$ cat src/rtl/vend_ctrl_multi.sv
// ---------------------------------------------------------------------------
// vend_ctrl_multi
//
// Multi-product vending controller. It accumulates credit from encoded
// coins and vends one of NUM_ITEMS products at runtime prices. It then
// returns the remaining credit as change, one unit per cycle.
//
// Optional feature: define VEND_INVENTORY_EN to add per-item stock counters.
// The counters load STOCK_INIT at reset and are decremented on each dispense.
// The default build has no counters and ties sold_out to 0.
//
// Ports
//   clk           in   system clock, all state on rising edge
//   reset_n       in   asynchronous active-low reset
//   coin_valid    in   one coin presented this cycle
//   coin_code     in   coin value: 0=1, 1=2, 2=5, 3=10 units
//   sel_valid     in   product selection request this cycle
//   sel_idx       in   selected product index
//   cancel        in   abort and refund all credit
//   price_flat    in   item k price at [k*PRICE_W +: PRICE_W]
//   credit        out  current credit
//   busy          out  high in VEND or CHANGE
//   dispense      out  one-cycle pulse: release product
//   dispense_idx  out  product released (valid when dispense=1)
//   change_pulse  out  one unit of change returned this cycle
//   coin_reject   out  one-cycle pulse: presented coin returned
//   err_pulse     out  one-cycle pulse: selection refused
//   sold_out      out  per-item empty flags
//   fsm_state     out  debug view of the controller state
//                      (0=IDLE, 1=CREDIT, 2=VEND, 3=CHANGE)
//
// Handshake: all inputs are single-cycle strobes sampled on the rising edge.
// There is no back-pressure. Inputs that arrive while busy are ignored,
// except coins, which are bounced through coin_reject.
// ---------------------------------------------------------------------------
module vend_ctrl_multi #(
    parameter int CREDIT_W   = 8,
    parameter int NUM_ITEMS  = 4,
    parameter int SEL_W      = 2,
    parameter int PRICE_W    = 8,
    parameter int STOCK_W    = 4,
    parameter int STOCK_INIT = 15
) (
    input  logic                          clk,
    input  logic                          reset_n,
    input  logic                          coin_valid,
    input  logic [1:0]                    coin_code,
    input  logic                          sel_valid,
    input  logic [SEL_W-1:0]              sel_idx,
    input  logic                          cancel,
    input  logic [NUM_ITEMS*PRICE_W-1:0]  price_flat,
    output logic [CREDIT_W-1:0]           credit,
    output logic                          busy,
    output logic                          dispense,
    output logic [SEL_W-1:0]              dispense_idx,
    output logic                          change_pulse,
    output logic                          coin_reject,
    output logic                          err_pulse,
    output logic [NUM_ITEMS-1:0]          sold_out,
    output logic [1:0]                    fsm_state
);

    typedef enum logic [1:0] {
        IDLE   = 2'd0,
        CREDIT = 2'd1,
        VEND   = 2'd2,
        CHANGE = 2'd3
    } state_t;

    state_t               state, state_nx;
    logic [CREDIT_W-1:0]  credit_nx;
    logic [SEL_W-1:0]     idx_nx;
    logic                 reject_nx;
    logic                 err_nx;

    logic [3:0]           coin_val;
    logic [CREDIT_W:0]    coin_sum;
    logic [PRICE_W-1:0]   sel_price;
    logic [CREDIT_W-1:0]  price_ext;
    logic                 sel_in_range;
    logic                 sel_sold;
    logic                 sel_ok;

    always_comb begin
        coin_val = 4'd1;
        case (coin_code)
            2'd0: coin_val = 4'd1;
            2'd1: coin_val = 4'd2;
            2'd2: coin_val = 4'd5;
            2'd3: coin_val = 4'd10;
            default: coin_val = 4'd1;
        endcase
    end

    // One extra bit catches overflow so the credit never wraps.
    assign coin_sum = {1'b0, credit} + (CREDIT_W+1)'(coin_val);

    // Price lookup by loop, so out-of-range indices never index past the
    // end of price_flat or the stock array.
    always_comb begin
        sel_price    = '0;
        sel_in_range = 1'b0;
        sel_sold     = 1'b0;
        for (int k = 0; k < NUM_ITEMS; k++) begin
            if (sel_idx == SEL_W'(k)) begin
                sel_price    = price_flat[k*PRICE_W +: PRICE_W];
                sel_in_range = 1'b1;
                sel_sold     = sold_out[k];
            end
        end
    end

    assign price_ext = CREDIT_W'(sel_price);
    assign sel_ok    = sel_in_range && !sel_sold && (credit >= price_ext);

    always_comb begin
        state_nx  = state;
        credit_nx = credit;
        idx_nx    = dispense_idx;
        reject_nx = 1'b0;
        err_nx    = 1'b0;
        case (state)
            IDLE, CREDIT: begin
                // Priority: cancel > selection > coin. A coin that loses to
                // a cancel or a selection is bounced rather than credited.
                // Cancel in IDLE has nothing to refund and is ignored.
                if (cancel && (state == CREDIT)) begin
                    state_nx  = CHANGE;
                    reject_nx = coin_valid;
                end else if (sel_valid) begin
                    reject_nx = coin_valid;
                    if (sel_ok) begin
                        credit_nx = credit - price_ext;
                        idx_nx    = sel_idx;
                        state_nx  = VEND;
                    end else begin
                        err_nx = 1'b1;
                    end
                end else if (coin_valid) begin
                    if (coin_sum[CREDIT_W]) begin
                        reject_nx = 1'b1;
                    end else begin
                        credit_nx = coin_sum[CREDIT_W-1:0];
                        state_nx  = CREDIT;
                    end
                end
            end
            VEND: begin
                reject_nx = coin_valid;
                state_nx  = (credit != '0) ? CHANGE : IDLE;
            end
            CHANGE: begin
                reject_nx = coin_valid;
                if (credit != '0) begin
                    credit_nx = credit - CREDIT_W'(1);
                end
                if (credit <= CREDIT_W'(1)) begin
                    state_nx = IDLE;
                end
            end
            default: state_nx = IDLE;
        endcase
    end

    always_ff @(posedge clk or negedge reset_n) begin
        if (!reset_n) begin
            state        <= IDLE;
            credit       <= '0;
            dispense_idx <= '0;
            coin_reject  <= 1'b0;
            err_pulse    <= 1'b0;
        end else begin
            state        <= state_nx;
            credit       <= credit_nx;
            dispense_idx <= idx_nx;
            coin_reject  <= reject_nx;
            err_pulse    <= err_nx;
        end
    end

    assign busy         = (state == VEND) || (state == CHANGE);
    assign dispense     = (state == VEND);
    assign change_pulse = (state == CHANGE);
    assign fsm_state    = state;

`ifdef VEND_INVENTORY_EN
    logic [STOCK_W-1:0] stock [NUM_ITEMS];

    // Stock is taken in the dispense cycle, so sold_out rises the cycle
    // after the product is released. This is early enough because no new
    // selection can be accepted before the controller leaves VEND.
    always_ff @(posedge clk or negedge reset_n) begin
        if (!reset_n) begin
            for (int k = 0; k < NUM_ITEMS; k++) begin
                stock[k] <= STOCK_W'(STOCK_INIT);
            end
        end else if (state == VEND) begin
            for (int k = 0; k < NUM_ITEMS; k++) begin
                if ((dispense_idx == SEL_W'(k)) && (stock[k] != '0)) begin
                    stock[k] <= stock[k] - STOCK_W'(1);
                end
            end
        end
    end

    for (genvar g = 0; g < NUM_ITEMS; g++) begin : g_sold
        assign sold_out[g] = (stock[g] == '0);
    end
`else
    assign sold_out = '0;

    // Stock parameters exist only for the inventory build.
    logic unused_stock_params;
    assign unused_stock_params = ^{STOCK_W[0], STOCK_INIT[0]};
`endif

endmodule

$ cat config.mk
export PLATFORM = sky130hd
export DESIGN_NAME = vend_ctrl_multi
export DESIGN_NICKNAME = d
export VERILOG_FILES = /design/src/rtl/vend_ctrl_multi.sv
export SDC_FILE = /design/constraint.sdc
export NUM_CORES = 1
export LEC_CHECK = 0
export BUFFER_PORTS_ARGS = -buffer_cell sky130_fd_sc_hd__clkbuf_2
export CAP_MARGIN = 30
export CORE_UTILIZATION = 48
export CTS_CLUSTER_DIAMETER = 40
export DETAILED_ROUTE_END_ITERATION = 8
export HOLD_SLACK_MARGIN = 0.15
export PLACE_DENSITY = 0.84
export SETUP_SLACK_MARGIN = 0.15
export SLEW_MARGIN = 40
export SYNTH_ARGS = -nofsm -noshare
export SYNTH_HDL_FRONTEND = slang
export SYNTH_SLANG_ARGS = --single-unit
$ cat constraint.sdc
create_clock -name clk -period 5.8 [get_ports clk]
set_input_delay 0.29 -clock clk [delete_from_list [all_inputs] [get_ports clk]]
set_output_delay 0.29 -clock clk [all_outputs]
set_load 0.005 [all_outputs]
After elaboration in Yosys (flattened, before gate mapping)

Index checks and enable logic that the tools add are counted.
Widths: inputs -> output; s select.

Multiplexer cells: 33
Bitwise logic cells: 1
Reduce and logical (&&, ||, !) cells: 13
Eq/ne operators: 18
$add $sub $neg: 3
$lt $le $gt $ge: 2

Operator list:

| operator            | number |
|---|---|
| $mux 8              | 10 |
| $pmux 4 s4          | 1 |
| $pmux 8 s2          | 1 |
| $mux 2              | 7 |
| $eq 2x2->1 const B  | 6 |
| $mux 1              | 12 |
| $ne 4x4->1 const B  | 3 |
| $add 8x4->9         | 1 |
| $ne 3x3->1 const B  | 3 |
| $ge 8x8->1          | 1 |
| $le 8x1->1 const B  | 1 |
| $reduce_and 4->1    | 2 |
| $reduce_bool 8->1   | 1 |
| $sub 8x1->8 const B | 1 |
| $sub 8x8->8         | 1 |
| $eq 2x1->1 const B  | 3 |
| $logic_not 2->1     | 3 |
| $pmux 2 s3          | 1 |
| $reduce_and 6->1    | 1 |
| $ne 2x1->1 const B  | 2 |
| $reduce_or 2->1     | 2 |
| $logic_and 1x1->1   | 2 |
| $ne 2x2->1 const B  | 1 |
| $pmux 1 s2          | 1 |
| 3 further kinds     | 3 |

Output and inout bits: 21
Bits in registers: 14
Word-level logic and storage cells: 75

Longest topological paths before layout

Gate-level depths: netlist of the first run.

Depth after elaboration: 11
Depth in mapped cells: 11

Least setup slack after synthesis of the first run

No wires, ideal clock.

Path type: input to register
Start point: input sel_idx[0]
End point: register credit[0]
Setup time: 0.065 ns
Data arrival time: 2.760 ns
Required time: 5.735 ns
Slack: 2.975 ns
Stages on the path: 11
Buffers on the path: 1
Cells stage by stage: clkbuf_1 mux4_2 ha_1 inv_1 fa_1 nand3_1 a31oi_1 o21ai_2 o211a_4 a2111oi_2 a211o_1

Word-level cells in the longest chain between the ends: 10

Ends and longest elaborated chain:

| what                 | line | source |
|---|---|---|
| start, declared      | 49   | `input logic [SEL_W-1:0] sel_idx,` |
| $logic_not 2->1      | 105  | `if (sel_idx == SEL_W'(k)) begin` |
| $mux 8 (4 in series) | 105  |  |
| $sub 8x8->8          | 133  | `credit_nx = credit - price_ext;` |
| $mux 8               | 132  | `if (sel_ok) begin` |
| $mux 8               | 130  | `end else if (sel_valid) begin` |
| $mux 8               | 127  | `if (cancel && (state == CREDIT)) begin` |
| $pmux 8 s2           | 122  | `case (state)` |
| end signal, assigned | 174  | `credit <= credit_nx;` |
| end, declared        | 52   | `output logic [CREDIT_W-1:0] credit,` |

Parallel ways exist; a longest one is shown, timed or not. The select of a mux whose other input is x is not followed.
A chain may end at the register's enable or synchronous reset.

Worst setup path after layout of the first run

Start point: input sel_idx[0]
End point: register dispense_idx[1]

Word-level cells in the longest chain between the ends: 8

Ends and longest elaborated chain:

| what                           | line | source |
|---|---|---|
| $logic_not 2->1                | 105  |  |
| $mux 8 (4 in series)           | 105  |  |
| $ge 8x8->1                     | 114  | `assign sel_ok = sel_in_range && !sel_sold && (credit >= price_ext);` |
| $logic_and 1x1->1 (*)          | 114  |  |
| $reduce_and 4->1 (no line) (*) | n/a  |  |
| end signal, assigned           | 175  | `dispense_idx <= idx_nx;` |
| end, declared                  | 55   | `output logic [SEL_W-1:0] dispense_idx,` |

Every way passes the cells marked *; elsewhere a longest branch is shown, timed or not.

==> results.toml, run 1 <==
[synthesis]
yosys.area_share.simple = 0.1909
synth_compound_area_frac = 0.2466
yosys.cell_types.count = 52
syn_area_um2 = 1750
synthMuxAreaShare = 0.1272
yosys.area.top_type = "dfrtp_1"
synth_enable_flop_cells = 0
ys_top_cells_by_area = "dfrtp_1 20%, mux4_2 10%, ha_1 10%"
synthFlopType = "dfrtp_1"
synth_top_family_by_area = "compound AO/OA/AOI/OAI gates"
synth_adder_area_share = 0.1229
ys_warn_count = 0
synthXorXnorAreaFrac = 0.03002
synth_commonest_cells = "17 x a21oi_1, 17 x inv_1, 17 x nor2_1, 14 x dfrtp_1, 14 x ha_1"
ys_ff_latch = 14
avgSynthCellArea_um2 = 8.416
yosysSeqAreaShare = 0.2001
yosysTopAreaCellShare = 0.2001
syn_inst = 208
async_reset_ff_frac = 1.000

[timing]
tns_ns = 0
holdWs_ns = 0.2518
max_freq_mhz = 392.7
worst_slew_pin_slew_ns = 0.5248
hold_viol_final = 0
setup_viol = 0
fin_crit_ns = 2.546
finClkSkew_ns = 0.006013
slew_headroom = 0.6455
drv_slew = 0
rsz0062_at_grt = "no"
final.period_utilization = 0.4390

[placement]
placed_area_um2 = 2032
port-buffer-count = 57
gp_congestion = 0.8815
dp_hpwl_um = 3295

[floorplanning]
ios = 62
num_rows = 21
initial_core_util = 0.5125
die_w_um = 62.39
die_area_um2 = 3893
core-area_um2 = 3416
fp.dieH_um = 62.39

[min_path]
holdPathEnd = "coin_reject"
min_path_type = "input pin to register"
min-delay-start = "coin_valid"
holdPathStages = 3

[global_routing]
grt_max_degree = 18
grt_pass1_vias = 1650
gr-total-overflow = 0
track_usage = 0.2164
grt_antenna_before_repair = 0
grt_first_pass_wirelength_um = 6837

[critical_path]
cp_max_fo = 9
r2r_setup_slack_ns = 3.29
worstPathArrival_ns = 2.72
required_ns = 5.98
critPathCaptureType = "register"
worstSetupStartpointType = "input pin"
path_depth = 10
cp-startpoint = "sel_idx[0]"
worst_r2r_startpoint = "credit[0]"
crit_buf_inv = 2
ff2ff_path_depth = 9
r2r_end = "credit[0]"
worstSetupPathType = "input pin to register"
crit_family = "multiplexers"
cp_slowest_cell = "mux4_2"
slowest_delay_ns = 0.54
path_cells = "clkbuf_2, mux4_2, ha_1, inv_1, fa_1, nand3_1, a31oi_1, o21ai_2, o21ai_0, mux2_2"

[route]
first_pass_iters = 4
vias_per_cell = 5.761
routed_wl_um = 4046
ant_nets = 0
drt_iter0_drc = 56
wire_per_inst_um = 13.22
remaining_drc_errors = 0
route.vias.total = 1763

[finish]
diodes = 0
drive_above_1_share = 0.3269
final_nets = 318
postLayoutCellArea_um2 = 2078
area_growth_pct = 18.73

[power_and_ir_drop]
max-vdd-ir-drop_mv = 0.2221
p_leak_nw = 0.9771
p_per_area_nw_per_um2 = 473.9

[clock_network]
cts.sinks = 14
cts_buffers = 3
post_cts_buffers = 0
htree_levels = 1
ctsHoldBuffers = 1
cts_root_buffer = "clkbuf_4"
clock_latency_ns = 0.29
path_clk_slew_ns = 0.08
ctsResizeCount = 0
cts_tree = "built"
cts_buffer_depth = 2

[status]
status = "complete, no violations"

[flow_run]
drv_cap = 0
tightest hold or removal path, stage by stage:
cell	delay [ns]
clkbuf_2	0.08
inv_1	0.09
nor2_1	0.05
worst max path at each step:
stage	end	slack [ns]
2_1_floorplan	credit[0]	2.98
3_3_place_gp	dispense_idx[1]	3.02
3_5_place_dp	dispense_idx[1]	2.95
4_1_cts	dispense_idx[1]	3.25
5_1_grt	credit[6]	3.07
6_report	dispense_idx[1]	3.25
sequential cells by signal, indices dropped and copies added, names as in the netlist:
name          count
err_pulse         1
dispense_idx      2
fsm_state         2
coin_reject       1
credit            8
metal layers:
metal | up-vias | share of wire | global-route usage | routed length (µm)
li1 | 866 | - | - | -
met1 | 818 | 0.43 | 0.2646 | 1758
met2 | 72 | 0.49 | 0.3819 | 1985
met3 | 7 | 0.062 | 0.02737 | 250
met4 | 0 | 0.013 | 0.09302 | 52
met5 | - | 0 | 0 | 0
power breakdown:
part	switching, mW	total [mW]	leakage, nW	internal (mW)
registers	0.0863	0.230	0.166	0.143
logic	0.374	0.683	0.790	0.309
clock network	0.0342	0.0725	0.0210	0.0383
total	0.495	0.985	0.977	0.490
cell usage in the layout (no fill, tap or decap), types with 4 or more instances in the layout:
master     n
nand2b_1   5
a211oi_1   6
mux4_2     8
inv_1     17
ha_1      14
nand2_1   12
clkbuf_2  57
dfrtp_1   14
nor3_1     8
a31oi_1    5
nand3_1    5
a21oi_1   17
nor2_1    17
o21ai_0   13
conb_1     4
final cells by class:
| type | count | area (µm²) |
|---|---|---|
| flip-flops and latches | 14 | 350.3 |
| multi-input cells | 166 | 1271 |
| well taps | 46 | 57.56 |
| fillers | 322 | 1338 |
| repair buffers | 58 | 295.3 |
| inverters | 18 | 67.56 |
| clock buffers | 4 | 36.28 |
cell families (layout without fill, tap and decap cells):
logic type,after synthesis,after routing
AOI/OAI and AO/OA,63,63
xor gates and xnor gates,6,6
adders and majority gates,16,16
buffers and inverters,31,80
DFF,14,14
muxes,12,12
other,1,4
and+or+nand+nor,65,65
per-stage QoR:
stage	std cells	worst slack, ns	util	power (mW)
after floorplan	211	2.975	-	0.7243
after global placement	301	3.019	0.5949	0.8884
after global routing	306	3.067	0.6084	1.089
after CTS	306	3.252	0.6084	0.9816
final	306	3.254	0.6084	0.9849
after detailed placement	301	2.954	0.5949	0.9038
Power figures use the tool's default switching activity.
==> run 2, diff against run 1 <==
CORE_UTILIZATION = 46   (was 48)
PLACE_DENSITY = 0.85   (was 0.84)
clock period = 2.2 ns   (was 5.8 ns; I/O delays follow)
==> run 2 against run 1 <==
  * First-iteration DRC count rose to 2.6 times the previous value
  * Die area rose by 4.2%
  * Clock power rose to 3.6 times the previous value
  * The flow now finishes with violations (negative setup slack)
  * Sequential share of layout area fell by 3.5 points
  * Wire length rose by 29%
  * Design area rose by 27%
  * Sequential power rose by 140%
  * Count of clock-buffer cells in the layout did not move
  * Total power rose to 3.6 times the previous value
  * Combinational power rose to 4.0 times the previous value
  * Highest routed layer unchanged
  * Hold slack improved by 0.012 ns
  * Non-clock buffer count rose by 43
==> results.toml, run 2 (synthesis gave the netlist of run 1 again) <==
[critical_path]
worstSetupStartpointType = "register"
required_ns = 2.33
worstSetupPathType = "register to register"
slowest_delay_ns = 0.40
worstPathArrival_ns = 2.37
critPathCaptureType = "register"
path_cells = "ha_2, inv_2, fa_2, nand2b_4, a211oi_4, o32a_4, o211a_4, nor3_2, a211o_1"
ff2ff_path_depth = 9
crit_buf_inv = 1
crit_family = "compound AO/OA/AOI/OAI gates"
cp_max_fo = 6
path_depth = 9
cp_slowest_cell = "dfrtp_1"

[finish]
area_growth_pct = 51.04
mostFrequentLayoutCell = "clkbuf_2"
postLayoutCellArea_um2 = 2644
diodes = 0
final_cell_mix = "55 x clkbuf_2, 38 x buf_4, 15 x nor2_1"
utilization = 0.7221
num-fill-cells = 286
top_register = "credit"
instances_no_fill = 351
drive_above_1_share = 0.5083
final_nets = 361
largest_reg_flops = 8

[power_and_ir_drop]
p_leak_nw = 1.234
p_total_mw = 3.551
max-vdd-ir-drop_mv = 0.6211
p_per_area_nw_per_um2 = 1343

[floorplanning]
num_rows = 22
initial_core_util = 0.4781
fp.dieH_um = 63.69
die_area_um2 = 4056
die_w_um = 63.69
ios = 62
core-area_um2 = 3661

[placement]
gp_congestion = 0.8870
placed_area_um2 = 2340
placed_cells = 337
port-buffer-count = 57
dp_hpwl_um = 3817

[timing]
slew_headroom = 0.6290
setup_viol = 2
rsz0062_at_grt = "yes"
hold_viol_final = 0
fin_crit_ns = 2.236
drv_slew = 0
final.period_utilization = 1.017
worst_slew_pin_slew_ns = 0.5558
tns_ns = -0.03933
final.setup.worst_slack_ns = -0.03635
finClkSkew_ns = 0.004614
max_freq_mhz = 447.2

[flow_run]
drv_cap = 0

[route]
routed_wl_um = 5206
first_pass_iters = 4
drt_iter0_drc = 145
route.vias.total = 1995
ant_nets = 0
remaining_drc_errors = 0
vias_per_cell = 5.684
wire_per_inst_um = 14.83

[clock_network]
cts_buffers = 3
clock_latency_ns = 0.25
cts_root_buffer = "clkbuf_8"
cts.sinks = 14
path_clk_slew_ns = 0.06
cts_tree = "built"
cts_buffer_depth = 2
htree_levels = 1

[global_routing]
grt_first_pass_wirelength_um = 8576
grt_antenna_before_repair = 0
grt_max_degree = 18
grt_pass1_vias = 1875
track_usage = 0.2694
gr-total-overflow = 0

[status]
status = "finished, violations left"
violations = "negative setup slack"

[min_path]
holdPathStages = 5
min_path_type = "input pin to register"
-- run 2: report_power, final --
part / internal (mW) / switching, mW
clock network: 0.159 / 0.0991
logic: 1.35 / 1.39
registers: 0.383 / 0.169
total: 1.89 / 1.66
-- run 2: tightest hold or removal path, stage by stage --
cell and delay (ns):
clkbuf_2 0.10, a211oi_2 0.07, inv_2 0.07, nor2_1 0.04, nor2_1 0.07
-- run 2: routing by layer --
layer,track usage,routed length [µm],share of wire,up-vias
li1,-,-,-,953
met1,0.3431,2102,0.40,955
met2,0.4880,2746,0.53,77
met3,0.02174,291,0.056,10
met4,0.05966,65,0.012,0
met5,0,0,0,-
-- run 2: final cells by class --
class,count,area [µm²],area share
multi-input cells,166,1453,0.5495
flip-flops and latches,14,352.8,0.1335
clock buffers,4,55.05,0.02082
well taps,48,60.06,0.02272
inverters,18,67.56,0.02556
repair buffers,101,655.6,0.2480
-- run 2: worst paths after layout --
check | start | endpoint | slack [ns]
setup reg to reg | credit[0] | credit[0] | -0.04
max in group asynchronous | reset_n | credit[2] | 1.60
hold / removal | cancel | coin_reject | 0.26
setup / recovery | credit[0] | credit[0] | -0.04
min in group asynchronous | reset_n | fsm_state[1] | 0.30
hold reg to reg | dispense_idx[1] | dispense_idx[1] | 0.51
-- run 2: repair_timing --
item | in CTS | in global routing
setup endpoints to repair | 13 | 13
pin swaps | 10 | 5
setup buffers | 4 | 4
resized for setup | 20 | 17
hold buffers | 2 | 0
endpoints found under the hold margin | 15 | 0
-- run 2: per-stage QoR --
step           worst slack, ns  hold WS [ns]
4_1_cts               -0.01387        0.2724
3_3_place_gp           -0.2547       0.03449
3_5_place_dp           -0.3585       0.04075
2_1_floorplan         -0.05204       -0.1856
6_report              -0.03635        0.2639
5_1_grt                -0.1371        0.2882
